`src/rtl/btn_pkg.sv`:
```
`default_nettype none
// ---------------------------------------------------------------------------
//  Module   : btn_pkg
//  Brief    : Shared debounce FSM state type and counter width helper.
//  Revision : 1.0 - initial release
// ---------------------------------------------------------------------------
package btn_pkg;

   typedef enum logic [1:0] {
      ST_IDLE     = 2'd0,
      ST_PRESS_DB = 2'd1,
      ST_HELD     = 2'd2,
      ST_REL_DB   = 2'd3
   } btn_state_t;

   // Bits needed to count 0..n-1, never less than one bit.
   function automatic int cnt_width(input int unsigned n);
      return (n > 1) ? $clog2(n) : 1;
   endfunction

endpackage
`default_nettype wire

```
`src/rtl/btn_channel.sv`:
```
`default_nettype none
// ---------------------------------------------------------------------------
//  Module   : btn_channel
//  Brief    : One button: synchroniser, debounce FSM, press/release pulses,
//             auto-repeat fire pulses when BTN_AUTOREPEAT_EN is defined.
//  Revision : 1.0 - initial release
// ---------------------------------------------------------------------------
module btn_channel
   import btn_pkg::*;
#(
   parameter int SYNC_STAGES   = 2,
   parameter int DB_CYCLES     = 1000000,
   parameter int REPEAT_DELAY  = 50000000,
   parameter int REPEAT_PERIOD = 10000000
) (
   input  logic clk,
   input  logic rst,
   input  logic btn_in,
   output logic btn_level,
   output logic btn_press,
   output logic btn_release,
   output logic btn_fire
);

   localparam int              c_CW      = cnt_width(DB_CYCLES);
   localparam logic [c_CW-1:0] c_DB_LAST = c_CW'(DB_CYCLES - 1);

   if (SYNC_STAGES < 2 || DB_CYCLES < 2 || REPEAT_DELAY < 1 || REPEAT_PERIOD < 1) begin : g_param_err
      $error("btn_channel: illegal parameter value");
   end

   logic [SYNC_STAGES-1:0] r_sync;
   logic                   w_s;
   btn_state_t             r_state;
   btn_state_t             w_state_nxt;
   logic [c_CW-1:0]        r_cnt;
   logic [c_CW-1:0]        w_cnt_nxt;
   logic                   w_level_nxt;
   logic                   w_press_nxt;
   logic                   w_release_nxt;
   logic                   w_fire_nxt;
   logic                   r_level;
   logic                   r_press;
   logic                   r_release;
   logic                   r_fire;

   always_ff @(posedge clk or posedge rst) begin
      if (rst) begin
         r_sync <= '0;
      end else begin
         r_sync <= {r_sync[SYNC_STAGES-2:0], btn_in};
      end
   end

   assign w_s = r_sync[SYNC_STAGES-1];

   always_ff @(posedge clk or posedge rst) begin
      if (rst) begin
         r_state <= ST_IDLE;
         r_cnt   <= '0;
      end else begin
         r_state <= w_state_nxt;
         r_cnt   <= w_cnt_nxt;
      end
   end

   always_comb begin
      w_state_nxt = r_state;
      w_cnt_nxt   = r_cnt;
      case (r_state)
         ST_IDLE: begin
            if (w_s) begin
               w_state_nxt = ST_PRESS_DB;
               w_cnt_nxt   = '0;
            end
         end
         ST_PRESS_DB: begin
            if (!w_s)                    w_state_nxt = ST_IDLE;
            else if (r_cnt == c_DB_LAST) w_state_nxt = ST_HELD;
            else                         w_cnt_nxt   = r_cnt + c_CW'(1);
         end
         ST_HELD: begin
            if (!w_s) begin
               w_state_nxt = ST_REL_DB;
               w_cnt_nxt   = '0;
            end
         end
         ST_REL_DB: begin
            if (w_s)                     w_state_nxt = ST_HELD;
            else if (r_cnt == c_DB_LAST) w_state_nxt = ST_IDLE;
            else                         w_cnt_nxt   = r_cnt + c_CW'(1);
         end
         default: w_state_nxt = ST_IDLE;
      endcase
   end

   // Outputs are computed one cycle early and registered, so level and pulses
   // change together on the cycle the FSM settles into HELD or IDLE.
   always_comb begin
      w_level_nxt   = (w_state_nxt == ST_HELD) || (w_state_nxt == ST_REL_DB);
      w_press_nxt   = (r_state == ST_PRESS_DB) && (w_state_nxt == ST_HELD);
      w_release_nxt = (r_state == ST_REL_DB) && (w_state_nxt == ST_IDLE);
   end

`ifdef BTN_AUTOREPEAT_EN
   localparam int              c_RMAX        = (REPEAT_DELAY > REPEAT_PERIOD) ? REPEAT_DELAY : REPEAT_PERIOD;
   localparam int              c_RW          = cnt_width(c_RMAX + 1);
   localparam logic [c_RW-1:0] c_DELAY_LAST  = c_RW'(REPEAT_DELAY - 1);
   localparam logic [c_RW-1:0] c_PERIOD_LAST = c_RW'(REPEAT_PERIOD - 1);

   logic [c_RW-1:0] r_rcnt;
   logic            r_rarmed;
   logic            w_rep_hit;

   assign w_rep_hit = (r_state == ST_HELD) &&
                      (r_rcnt == (r_rarmed ? c_PERIOD_LAST : c_DELAY_LAST));

   // Frozen in REL_DB so a bounce while held does not restart the delay.
   always_ff @(posedge clk or posedge rst) begin
      if (rst) begin
         r_rcnt   <= '0;
         r_rarmed <= 1'b0;
      end else begin
         case (r_state)
            ST_HELD: begin
               if (w_rep_hit) begin
                  r_rcnt   <= '0;
                  r_rarmed <= 1'b1;
               end else begin
                  r_rcnt   <= r_rcnt + c_RW'(1);
               end
            end
            ST_REL_DB: begin
               r_rcnt   <= r_rcnt;
               r_rarmed <= r_rarmed;
            end
            default: begin
               r_rcnt   <= '0;
               r_rarmed <= 1'b0;
            end
         endcase
      end
   end

   assign w_fire_nxt = w_press_nxt | w_rep_hit;
`else
   assign w_fire_nxt = w_press_nxt;
`endif

   always_ff @(posedge clk or posedge rst) begin
      if (rst) begin
         r_level   <= 1'b0;
         r_press   <= 1'b0;
         r_release <= 1'b0;
         r_fire    <= 1'b0;
      end else begin
         r_level   <= w_level_nxt;
         r_press   <= w_press_nxt;
         r_release <= w_release_nxt;
         r_fire    <= w_fire_nxt;
      end
   end

   assign btn_level   = r_level;
   assign btn_press   = r_press;
   assign btn_release = r_release;
   assign btn_fire    = r_fire;

endmodule
`default_nettype wire

```
`src/rtl/btn_conditioner.sv`:
```
`default_nettype none
// ---------------------------------------------------------------------------
//  Module   : btn_conditioner
//  Brief    : N-channel pushbutton front end; one btn_channel per button.
//             Define BTN_AUTOREPEAT_EN to build the auto-repeat fire logic.
//  Revision : 1.0 - initial release
// ---------------------------------------------------------------------------
module btn_conditioner #(
   parameter int N_BTN         = 3,
   parameter int SYNC_STAGES   = 2,
   parameter int DB_CYCLES     = 1000000,
   parameter int REPEAT_DELAY  = 50000000,
   parameter int REPEAT_PERIOD = 10000000
) (
   input  logic             clk,
   input  logic             rst,
   input  logic [N_BTN-1:0] btn_in,
   output logic [N_BTN-1:0] btn_level,
   output logic [N_BTN-1:0] btn_press,
   output logic [N_BTN-1:0] btn_release,
   output logic [N_BTN-1:0] btn_fire
);

   for (genvar i = 0; i < N_BTN; i++) begin : g_ch
      btn_channel #(
         .SYNC_STAGES   (SYNC_STAGES),
         .DB_CYCLES     (DB_CYCLES),
         .REPEAT_DELAY  (REPEAT_DELAY),
         .REPEAT_PERIOD (REPEAT_PERIOD)
      ) u_ch (
         .clk         (clk),
         .rst         (rst),
         .btn_in      (btn_in[i]),
         .btn_level   (btn_level[i]),
         .btn_press   (btn_press[i]),
         .btn_release (btn_release[i]),
         .btn_fire    (btn_fire[i])
      );
   end

endmodule
`default_nettype wire
```
`config.mk`:
```
export PLATFORM = sky130hd
export DESIGN_NAME = btn_conditioner
export DESIGN_NICKNAME = d
export VERILOG_FILES = /design/src/rtl/btn_pkg.sv /design/src/rtl/btn_channel.sv /design/src/rtl/btn_conditioner.sv
export SDC_FILE = /design/constraint.sdc
export NUM_CORES = 1
export LEC_CHECK = 0
export ABC_AREA = 1
export CORE_ASPECT_RATIO = 1.25
export CORE_MARGIN = 2
export CORE_UTILIZATION = 25
export CTS_CLUSTER_SIZE = 8
export DETAILED_ROUTE_END_ITERATION = 12
export PLACE_DENSITY = 0.41
export SETUP_SLACK_MARGIN = 0.05
export SYNTH_ARGS = -nofsm -noshare
export SYNTH_HDL_FRONTEND = slang
export SYNTH_SLANG_ARGS = --single-unit
```
`constraint.sdc`:
```
create_clock -name clk -period 2.3 [get_ports clk]
set_input_delay 0.345 -clock clk [delete_from_list [all_inputs] [get_ports clk]]
set_output_delay 0.345 -clock clk [all_outputs]
set_load 0.02 [all_outputs]
```
==> results.ini <==
[synth]
ys_ff_latch = 81
synth-seq-area-share = 0.411
netlist_top_cells_area = dfrtp_1 (41%), nand2_1 (17%), nand3_1 (7.4%)
synth_fa_ha_area_frac = 0.00761
synth_top_family_by_area = simple AND/OR/NAND/NOR gates
synth_cell_types = 32
syn_avg_cell_area_um2 = 7.08
synthesis.area_mm2 = 0.00493
synth_compound_area_frac = 0.0791
ys.warnings.count = 0
synth_xor_area_frac = 0.0160
synthCells = 697
syn_nets = 705
synth-simple-area-share = 0.390
synth_top_area_frac = 0.411
synth_top_area_cell = dfrtp_1
synth.mux.area_fraction = 0

[sta]
fin_setup_tns_ns = 0
period_needed_ns = 1.97
rsz0062_at_grt = false
fmax_mhz = 507
worst_slew_pin_slew_ns = 0.467
final_max_slew_viol_count = 0
post-route-worst-setup-slack_ns = 0.326
setup_viol = 0
hold_violations = 0
fin_skew_ns = 0.00902
fin_crit_sh = 0.858
max_slew_margin = 0.688

[finish]
n_antenna_cell = 0
layout-drive-gt1-share = 0.0845
final_cell_mix = nand2_1 (228), nor2_1 (86), dfrtp_1 (81), nand3_1 (73), inv_1 (64)
final.fill_count = 2129
final_common_cell = nand2_1
finalNetCount = 713
syn2layout_area_growth_pct = 14.3
fin_cells = 975
design_area_mm2 = 0.00564

[power_and_ir_drop]
ir_worst_vdd_v = 0.000250
finalPower_mw = 3.20
power_frac_comb = 0.052
switchingPower_uw = 751
power_frac_clock = 0.485
powerDensity_mw_per_mm2 = 567
leakage_nw = 2.36
swShare = 0.235
p_int_mw = 2.45
pwr-share-seq = 0.463

[critical_path]
crit_end = g_ch[1].u_ch.r_cnt[18]
worstSetupPathType = reg -> reg
crit_chain = ha_1 > nand2_1 > nor3_4 > nand3_2 > nand2_4 > inv_2 > nand3_1 > nand2_1
cp-start-kind = register
path_common_cell = nand2_1
slowest_stage = dfrtp_1
worstPathMaxFanout = 25
critical_path_buf_inv_count = 1
cp.depth = 8
cp-end-kind = register
r2r.worst_path.cells = 8
required_ns = 2.53
reg2reg_to = g_ch[1].u_ch.r_cnt[18]
cp_top_family = simple AND/OR/NAND/NOR gates
worstReg2RegStart = g_ch[1].u_ch.r_cnt[0]
critical_path.max_stage_delay_ns = 0.42
worstPathArrival_ns = 2.20
crit_start = g_ch[1].u_ch.r_cnt[0]
ff2ff_setup_slack_ns = 0.33

[placed_design]
portBuffers = 16
gp_congestion = 0.868
dpl-instance-area_mm2 = 0.00532
dpl.hpwl_um = 8870
pre_cts_slack_ns = 0.104
dp.cells = 959

[floorplanning]
die-area_mm2 = 0.0209
rows = 57
core_mm2 = 0.0194
die_height_um = 161
initial_core_util = 0.254
pin_count = 17
fp.dieW_um = 130

[clock_tree]
clock_latency_ns = 0.35
clockBufferDepth = 2
cts_buffers = 9
cts_tree = built
path_clk_slew_ns = 0.06
cts_sinks = 81
clock-root-buffer = clkbuf_16
h-tree-depth = 3
post-cts-setup-buffers = 0

[drt]
drtIter0Drc = 159
drtPass1Iterations = 4
drc = 0
via_per_inst = 4.44
final_antenna_net_count = 0
routed_wl_um = 12100
wl_per_cell_um = 12.5
vias = 4333

[global_routing]
antenna_found_initial = 0
grt_start_max_net_pins = 46
grt_pass1_wl_um = 21300
grt_usage = 0.127
overflow = 0
grt_pass1_vias = 4361

[worst_hold_path]
hold_path.class = reg -> reg

[run]
drv_cap = 0

[outcome]
outcome = complete, no violations

[power groups by stage]
| stage | Clock, mW | Combinational (mW) | Sequential, mW |
|---|---|---|---|
| 6_report | 1.55 | 0.166 | 1.48 |
| 5_1_grt | 1.67 | 0.193 | 1.48 |
| 4_1_cts | 1.62 | 0.171 | 1.48 |
| 3_5_place_dp | 0 | 0.170 | 1.51 |
| 3_3_place_gp | 0 | 0.171 | 1.50 |
| 2_1_floorplan | 0 | 0.126 | 1.50 |
[layer usage]
| layer | GRT usage | vias up | share of wire |
|---|---|---|---|
| li1 | - | 2243 | - |
| met1 | 0.158 | 2004 | 0.45 |
| met2 | 0.215 | 67 | 0.50 |
| met3 | 0.0215 | 19 | 0.027 |
| met4 | 0.0538 | 0 | 0.023 |
| met5 | 0 | - | 0 |
[metrics by stage]
| step | util | hold WS (ns) |
|---|---|---|
| after CTS | 0.290 | 0.354 |
| final | 0.291 | 0.351 |
| after global routing | 0.291 | 0.366 |
| after detailed placement | 0.274 | 0.341 |
| after global placement | 0.274 | 0.336 |
| after floorplan | - | 0.331 |
[cells by family after synthesis]
kind of cell | after synthesis
AOI/OAI and AO/OA | 64
xor gates and xnor gates | 9
adders and majority gates | 3
buffers and inverters | 96
DFF | 81
and+or+nand+nor | 444
[cell usage after synthesis (all sizes together)]
library cell	n
ha	3
nand3	75
or2	9
nor3	4
and2	5
clkinv	1
nand4	26
buf	26
inv	67
nand2	231
o21bai	6
nor2	89
nand3b	5
o21ai	55
xnor2	2
dfrtp	81
xor2	7
clkbuf	2
a21oi	2
o211ai	1
[area by class of cell]
| class | count | area (µm²) | area share |
|---|---|---|---|
| Inverter | 68 | 264 | 0.0468 |
| Tap cell | 265 | 332 | 0.0588 |
| Clock inverter | 6 | 82.6 | 0.0147 |
| Sequential cell | 81 | 2030 | 0.360 |
| Multi-Input combinational cell | 520 | 2440 | 0.432 |
| Timing Repair Buffer | 25 | 265 | 0.0471 |
| Clock buffer | 10 | 229 | 0.0406 |
[worst reg2reg max path, stage by stage, from the launching register on]
cell and delay (ns):
dfrtp_1 0.42, ha_1 0.29, nand2_1 0.15, nor3_4 0.25
nand3_2 0.18, nand2_4 0.26, inv_2 0.15, nand3_1 0.11
nand2_1 0.05
[how the worst min path moves through the flow]
stage | depth (start not counted) | start | to
5_1_grt | 0 | g_ch[1].u_ch.r_sync[0] | g_ch[1].u_ch.r_sync[1]
3_5_place_dp | 0 | g_ch[1].u_ch.r_sync[0] | g_ch[1].u_ch.r_sync[1]
6_report | 0 | g_ch[1].u_ch.r_sync[0] | g_ch[1].u_ch.r_sync[1]
2_1_floorplan | 0 | g_ch[0].u_ch.r_sync[0] | g_ch[0].u_ch.r_sync[1]
3_3_place_gp | 0 | g_ch[1].u_ch.r_sync[0] | g_ch[1].u_ch.r_sync[1]
4_1_cts | 0 | g_ch[1].u_ch.r_sync[0] | g_ch[1].u_ch.r_sync[1]
[sequential cells by signal (all words and copies together), names as in the netlist]
signal and flops:
g_ch.u_ch.btn_level 3, g_ch.u_ch.btn_release 3, g_ch.u_ch.r_cnt 60, g_ch.u_ch.r_state 6
g_ch.u_ch.btn_press 3, g_ch.u_ch.r_sync 6
[timing repair]
action	CTS	global route
endpoints found under the setup margin	0	18
gates resized for setup	0	1
hold buffers	0	0
Note: power is estimated with default switching activity, not from simulation.
